## config.mk

```make
export PLATFORM = sky130hd
export DESIGN_NAME = led_shift_array_flat
export DESIGN_NICKNAME = d
export VERILOG_FILES = /design/src/rtl/led_shift_array_pkg.sv /design/src/rtl/led_shift_array_if.sv /design/src/rtl/led_shift_array_tick_step_div.sv /design/src/rtl/led_shift_array.sv /design/src/flat_wrapper.sv
export SDC_FILE = /design/constraint.sdc
export NUM_CORES = 1
export LEC_CHECK = 0
export CORE_MARGIN = 4
export CORE_UTILIZATION = 40
export CTS_BUF_LIST = sky130_fd_sc_hd__clkbuf_4 sky130_fd_sc_hd__clkbuf_8
export CTS_CLUSTER_SIZE = 8
export DETAILED_ROUTE_END_ITERATION = 6
export PLACE_DENSITY = 0.7
export SYNTH_ARGS = -nofsm -noshare
export SYNTH_HDL_FRONTEND = slang
export SYNTH_SLANG_ARGS = --single-unit
```

## constraint.sdc

```tcl
create_clock -name clock -period 2.2 [get_ports clock]
set_clock_uncertainty 0.15 [all_clocks]
set_input_delay 0.33 -clock clock [delete_from_list [all_inputs] [get_ports clock]]
set_output_delay 0.33 -clock clock [all_outputs]
set_load 0.01 [all_outputs]
```

## src/rtl/led_shift_array_pkg.sv

```systemverilog
// Shared mode codes, direction codes and FSM state type for the LED shifter.
package led_shift_pkg;

   localparam logic [1:0] MODE_ROT_L  = 2'b00;
   localparam logic [1:0] MODE_ROT_R  = 2'b01;
   localparam logic [1:0] MODE_BOUNCE = 2'b10;
   localparam logic [1:0] MODE_HOLD   = 2'b11;

   localparam logic DIR_LEFT  = 1'b0;
   localparam logic DIR_RIGHT = 1'b1;

   // Direction FSM state; encoding equals the dir output value.
   typedef enum logic {
      ST_LEFT  = DIR_LEFT,
      ST_RIGHT = DIR_RIGHT
   } dir_state_t;

endpackage

```

## src/rtl/led_shift_array_if.sv

```systemverilog
// Control/pattern bundle between the LED shifter and whoever drives it.
interface led_shift_array_if #(
   parameter int WIDTH = 8
);
   logic             tiks;
   logic             enable;
   logic [1:0]       mode;
   logic             load;
   logic [WIDTH-1:0] load_data;
   logic [WIDTH-1:0] leds;
   logic             dir;
   logic             step_pulse;

   modport master (
      output tiks, enable, mode, load, load_data,
      input  leds, dir, step_pulse
   );

   modport slave (
      input  tiks, enable, mode, load, load_data,
      output leds, dir, step_pulse
   );
endinterface

```

## src/rtl/led_shift_array_tick_step_div.sv

```systemverilog
// Rising-edge detector on the tiks square wave plus a step divider.
// step_evt is combinational: it marks the cycle whose clock edge commits a step.
module tick_step_div #(
   parameter int STEP_DIV = 1
) (
   input  logic clock,
   input  logic rst,
   input  logic tiks,
   input  logic advance_en,
   input  logic clr,
   output logic step_evt
);
   localparam int CW = (STEP_DIV > 1) ? $clog2(STEP_DIV) : 1;
   localparam logic [CW-1:0] LAST = CW'(STEP_DIV - 1);

   logic          tiks_q;
   logic [CW-1:0] div_cnt;
   logic          tick_evt;
   logic          adv;

   assign tick_evt = tiks & ~tiks_q;
   assign adv      = tick_evt & advance_en;
   assign step_evt = adv & (div_cnt == LAST);

   // Previous tiks sample; forced high in reset so a high tiks at release is not an edge.
   always_ff @(posedge clock) begin
      if (rst) tiks_q <= 1'b1;
      else     tiks_q <= tiks;
   end

   // Divider counts qualified ticks and wraps on the step tick; frozen when not enabled.
   always_ff @(posedge clock) begin
      if (rst || clr)  div_cnt <= '0;
      else if (adv)    div_cnt <= (div_cnt == LAST) ? '0 : div_cnt + 1'b1;
   end

endmodule

```

## src/rtl/led_shift_array.sv

```systemverilog
// LED pattern shifter: rotate left/right, bounce or hold, advanced by divided
// tiks rising edges, with a synchronous pattern load that overrides a step.
module led_shift_array
   import led_shift_pkg::*;
#(
   parameter int               WIDTH         = 8,
   parameter int               STEP_DIV      = 1,
   parameter logic [WIDTH-1:0] RESET_PATTERN = {{(WIDTH-1){1'b0}}, 1'b1}
) (
   input logic               clock,
   input logic               rst,
   led_shift_array_if.slave  bus
);

   dir_state_t       state, state_nxt;
   logic [WIDTH-1:0] leds_q, leds_nxt;
   logic             pulse_q, pulse_nxt;
   logic             step_evt;
   logic             advance_en;
   logic [WIDTH-1:0] rol, ror;

   // Hold mode generates no steps and freezes the divider, same as enable=0.
   assign advance_en = bus.enable && (bus.mode != MODE_HOLD);

   tick_step_div #(.STEP_DIV(STEP_DIV)) u_div (
      .clock      (clock),
      .rst        (rst),
      .tiks       (bus.tiks),
      .advance_en (advance_en),
      .clr        (bus.load),
      .step_evt   (step_evt)
   );

   assign rol = {leds_q[WIDTH-2:0], leds_q[WIDTH-1]};
   assign ror = {leds_q[0], leds_q[WIDTH-1:1]};

   // Next pattern/direction: load beats step; bounce reverses when the lit end is reached.
   always_comb begin
      state_nxt = state;
      leds_nxt  = leds_q;
      pulse_nxt = 1'b0;
      if (bus.load) begin
         leds_nxt  = bus.load_data;
         state_nxt = ST_LEFT;
      end else if (step_evt) begin
         pulse_nxt = 1'b1;
         case (bus.mode)
            MODE_ROT_L: begin
               leds_nxt  = rol;
               state_nxt = ST_LEFT;
            end
            MODE_ROT_R: begin
               leds_nxt  = ror;
               state_nxt = ST_RIGHT;
            end
            MODE_BOUNCE: begin
               if (state == ST_LEFT) begin
                  if (leds_q[WIDTH-1]) begin
                     state_nxt = ST_RIGHT;
                     leds_nxt  = ror;
                  end else begin
                     leds_nxt  = rol;
                  end
               end else begin
                  if (leds_q[0]) begin
                     state_nxt = ST_LEFT;
                     leds_nxt  = rol;
                  end else begin
                     leds_nxt  = ror;
                  end
               end
            end
            default: ;
         endcase
      end
   end

   // Pattern, direction state and step pulse registers.
   always_ff @(posedge clock) begin
      if (rst) begin
         leds_q  <= RESET_PATTERN;
         state   <= ST_LEFT;
         pulse_q <= 1'b0;
      end else begin
         leds_q  <= leds_nxt;
         state   <= state_nxt;
         pulse_q <= pulse_nxt;
      end
   end

   assign bus.leds       = leds_q;
   assign bus.dir        = (state == ST_RIGHT);
   assign bus.step_pulse = pulse_q;

endmodule

```

## src/flat_wrapper.sv

```systemverilog
// flat-port wrapper written by rule: the top's interface ports become plain ports
module led_shift_array_flat import led_shift_pkg::*;
#(
   parameter int               WIDTH         = 8,
   parameter int               STEP_DIV      = 1,
   parameter logic [WIDTH-1:0] RESET_PATTERN = {{(WIDTH-1){1'b0}}, 1'b1}
)
  (clock, rst, bus_tiks, bus_enable, bus_mode, bus_load, bus_load_data, bus_leds, bus_dir, bus_step_pulse);
  led_shift_array_if #(.WIDTH(WIDTH)) bus_i ();
  input logic clock;
  input logic rst;
  input wire logic [$bits(bus_i.tiks)-1:0] bus_tiks;
  input wire logic [$bits(bus_i.enable)-1:0] bus_enable;
  input wire logic [$bits(bus_i.mode)-1:0] bus_mode;
  input wire logic [$bits(bus_i.load)-1:0] bus_load;
  input wire logic [$bits(bus_i.load_data)-1:0] bus_load_data;
  output wire logic [$bits(bus_i.leds)-1:0] bus_leds;
  output wire logic [$bits(bus_i.dir)-1:0] bus_dir;
  output wire logic [$bits(bus_i.step_pulse)-1:0] bus_step_pulse;
  assign bus_i.tiks = bus_tiks;
  assign bus_i.enable = bus_enable;
  assign bus_i.mode = bus_mode;
  assign bus_i.load = bus_load;
  assign bus_i.load_data = bus_load_data;
  assign bus_leds = bus_i.leds;
  assign bus_dir = bus_i.dir;
  assign bus_step_pulse = bus_i.step_pulse;
  led_shift_array #(.WIDTH(WIDTH), .STEP_DIV(STEP_DIV), .RESET_PATTERN(RESET_PATTERN)) u_core (.clock(clock), .rst(rst), .bus(bus_i));
endmodule
```

==> results summary <==
The worst setup path is captured at a register. The final routed wirelength across all metal layers is 2268 um. The routed via count divided by cell count came out at 5.396. The setup violation total in the final timing report came out at 0. The fraction of layout cells with a size suffix above 1 is 0.2336. Setup repair after global routing left no endpoint under its margin. The total of flip-flops plus latches after synthesis is 11. In this run the most critical hold path is launched from u_core.bus.leds[5].

The share of synthesized area occupied by flip-flops and latches came out at 0.2708. For this run, the top clock speed supported by timing is 485.6 MHz. Walking the worst path, the cells encountered are clkdlybuf4s50_1 -> inv_1 -> ha_2 -> and3b_1 -> o211ai_1 -> nand3_1 -> a21oi_1 -> a2111oi_2. The number of DRC markers after the initial detailed-route iteration came out at 19. The mean area per synthesized cell came out at 8.133 sq um. The number of global-route vias before repair came out at 817. The final hold violation count is 0. The measured slew at the worst slew-check pin is 0.3492 ns. The stage delay of the slowest cell on the critical path came out at 0.55 ns. The average wire per cell in the routed design is 13.83 um.

Across all hold checks on the routed design, the worst slack comes to 0.4253 ns. The library cell used most frequently in the layout, excluding fill and tap cells, is sky130_fd_sc_hd__clkdlybuf4s50_1. For this configuration, the core starts out at a cell density of 0.4188. The required time of the critical path is 2.23 ns. The antenna diode count is 0.

The core utilization of the finished layout is 0.6205. The total nets after synthesis is 120. The clock transition at the registers of the reported paths came out at 0.08 ns. The count of max-cap constraint violations came out at 0. The number of warning messages in the yosys log came out at 0. The arrival time of data at the critical path endpoint is 2.09 ns. The cell depth of the worst min-delay path is 2. The weighted congestion at the end of routability-driven global placement is 0.8482. The min-delay analysis places its worst path in the category register to register.

The post-detailed-route DRC marker count came out at 0. TritonCTS built the clock tree. The hold buffer count at cts came out at 0. Counting every instance in the synthesized netlist gives 100. The routed design could run at a clock period as short as 2.059 ns.

The number of placed I/O pins came out at 25. The maximum number of pins on one net before global-route repair is 15. The final setup slack of the worst path came out at 0.1406 ns. In the layout the commonest cells are sky130_fd_sc_hd__clkdlybuf4s50_1, sky130_fd_sc_hd__buf_4, sky130_fd_sc_hd__nand2_1. The initial antenna violation count is 0. The analysis attributes to cell leakage a power of 0.0004624 uW. The number of cells on the worst reg-to-reg path is 5. The aggregate global routing overflow came out at 0. The path with the worst hold slack has its endpoint at u_core.bus.leds[5]. The endpoint identified for the worst register-to-register timing path is u_core.bus.leds[3]. The number of clock sinks came out at 11.

For the final routed database, the setup TNS stands at 0 ns. The worst register-to-register path begins at u_core.bus.leds[0]. The total iterations of the first detailed-routing run came out at 4. The max-slew violation count came out at 0. The relative max-transition margin came out at 0.7665. The placed wire-length estimate is 1667 um.

The critical path is of the input pin to register type. The die covers 0.002819 sq mm. The completed layout was analyzed and its total power is 538.0 uW. The count of buffers added on input and output ports is 24. The layout net count came out at 158. The netlist area before placement came out at 813.3 sq um. STA classifies the critical path startpoint as an input pin. The global-route wire length before repair is 3636 um. IR analysis of the VDD net gives a maximum drop of 0.0004017 V. Counting the buffers created by CTS gives 3. The count of nets left with antenna violations after detail routing came out at 0. The routed layout has 885 vias.

For this run, the total global-route usage over all layers was measured as 0.1783. Of the available clock period, the critical path in the final layout requires 0.9361. Power spread over the standard cell area amounts to 446.5 mW/mm^2. The signed area change from the synthesized netlist to the final layout came out at 48.15%.

The cell family contributing the most delay on the critical path is buffers and inverters. The distinct cell type count after synthesis came out at 34. The core region is 0.001942 sq mm. The clock latency reported for the late side of the worst-skew pair is 0.27 ns. Clock tree synthesis selected as its root buffer the cell sky130_fd_sc_hd__clkbuf_4. The highest net fanout along the worst path is 10. The maximum count of clock buffers along a single path is 2.

The slack of the worst reg-to-reg path is 0.54 ns. The post-placement setup slack came out at -0.2107 ns. The slowest cell on the critical path is sky130_fd_sc_hd__clkdlybuf4s50_1.

The number of filler instances in the final layout came out at 188. The vertical die dimension is 53.09 um. The flow ran to the end, and the final reports show no timing, DRC or antenna violations. The CTS H-tree depth is 1. The cell row count came out at 16. Measured along the x axis, the die boundary spans 53.09 um. The total buffers and inverters traversed by the critical path came out at 2.
## per-layer routing
metal,global-route usage,vias up,share of wire
met5,0,-,0
met4,0.07660,0,0.015
met3,0.03944,4,0.052
met2,0.2893,28,0.50
met1,0.2241,416,0.44
li1,-,437,-
## cells in the mapped netlist
master | instances | area [sq um]
sky130_fd_sc_hd__nand4bb_4 | 1 | 27.53
sky130_fd_sc_hd__a311o_1 | 2 | 20.02
sky130_fd_sc_hd__buf_2 | 2 | 10.01
sky130_fd_sc_hd__clkbuf_1 | 2 | 7.510
sky130_fd_sc_hd__a21oi_1 | 6 | 30.03
sky130_fd_sc_hd__nand3_1 | 1 | 5.000
sky130_fd_sc_hd__dfxtp_1 | 11 | 220.2
sky130_fd_sc_hd__a211oi_1 | 1 | 7.510
sky130_fd_sc_hd__nor2b_1 | 2 | 12.51
sky130_fd_sc_hd__inv_1 | 7 | 26.28
sky130_fd_sc_hd__o32ai_1 | 4 | 35.03
sky130_fd_sc_hd__a2111oi_2 | 1 | 15.01
sky130_fd_sc_hd__a221oi_1 | 4 | 35.03
sky130_fd_sc_hd__nor2_4 | 1 | 11.26
sky130_fd_sc_hd__a31oi_1 | 1 | 6.260
sky130_fd_sc_hd__ha_1 | 5 | 62.56
sky130_fd_sc_hd__nand2_1 | 13 | 48.80
sky130_fd_sc_hd__inv_2 | 1 | 3.750
sky130_fd_sc_hd__a221oi_2 | 1 | 15.01
sky130_fd_sc_hd__nor2b_2 | 1 | 8.760
sky130_fd_sc_hd__o21ai_1 | 3 | 15.01
sky130_fd_sc_hd__nand2_2 | 1 | 6.260
sky130_fd_sc_hd__o211ai_2 | 1 | 12.51
sky130_fd_sc_hd__o21bai_1 | 1 | 7.510
sky130_fd_sc_hd__nor3_1 | 1 | 5.000
sky130_fd_sc_hd__nor3_2 | 2 | 20.02
sky130_fd_sc_hd__o21ai_0 | 4 | 20.02
sky130_fd_sc_hd__buf_6 | 1 | 11.26
sky130_fd_sc_hd__and3b_1 | 1 | 8.760
sky130_fd_sc_hd__o211ai_1 | 3 | 22.52
sky130_fd_sc_hd__nor2b_4 | 1 | 13.76
sky130_fd_sc_hd__o2bb2ai_1 | 1 | 8.760
sky130_fd_sc_hd__or2_1 | 2 | 12.51
sky130_fd_sc_hd__nor2_1 | 11 | 41.29
## power by group
| group | internal, uW | total, uW | switching [uW] |
|---|---|---|---|
| Clock | 82.6 | 161 | 78.3 |
| Sequential | 209 | 225 | 15.6 |
| Combinational | 83.2 | 152 | 68.9 |
## worst max-delay path by stage
stage / startpoint / endpoint / slack [ns] / depth (start not counted)
floorplan: bus_mode[0] / u_core.bus.leds[1] / 0.48 / 7
global placement: bus_mode[0] / u_core.bus.leds[5] / -0.14 / 7
detailed placement: bus_mode[1] / u_core.bus.leds[3] / -0.21 / 7
CTS: bus_mode[1] / u_core.bus.leds[3] / 0.09 / 7
global route: bus_mode[1] / u_core.bus.leds[3] / 0.03 / 7
finish: bus_mode[1] / u_core.bus.leds[7] / 0.14 / 8
## cell families (layout without fill, tap and decap cells)
group,Yosys count,in the layout,synth area share
adders and majority gates,5,5,0.07692
DFF,11,11,0.2708
and+or+nand+nor,38,38,0.2723
buffers and inverters,13,50,0.07231
AOI/OAI and AO/OA,33,33,0.3077
## worst min-delay path: cells and delay by family (launching register included)
kind / cells / cell delay (ns)
DFF: 1 / 0.34
and+or+nand+nor: 1 / 0.11
AOI/OAI and AO/OA: 1 / 0.08
## cell type report
type                            instances  area (sq um)  area share
Sequential cell                        11         220.2      0.1828
Tap cell                               27         33.78     0.02804
Inverter                                8         30.03     0.02492
Multi-Input combinational cell         76         545.5      0.4527
Clock buffer                            4         30.03     0.02492
Timing Repair Buffer                   38         345.3      0.2866
## per-stage QoR
stage,cell area [sq um],instances
after global routing,1205,164
after floorplan,813.3,100
after CTS,1179,162
after detailed placement,1149,158
after global placement,1149,158
final,1205,164
## flip-flops by register name (all words and copies together), names as in the netlist
signal / cells
u_core.u_div.tiks_q: 1
u_core.bus.step_pulse: 1
u_core.bus.leds: 8
u_core.bus.dir: 1
## repair_timing
action,4_1_cts,5_1_grt
resized for setup,0,4
buffers inserted,0,2
endpoints found under the setup margin,0,5
Power figures use the tool's default switching activity.
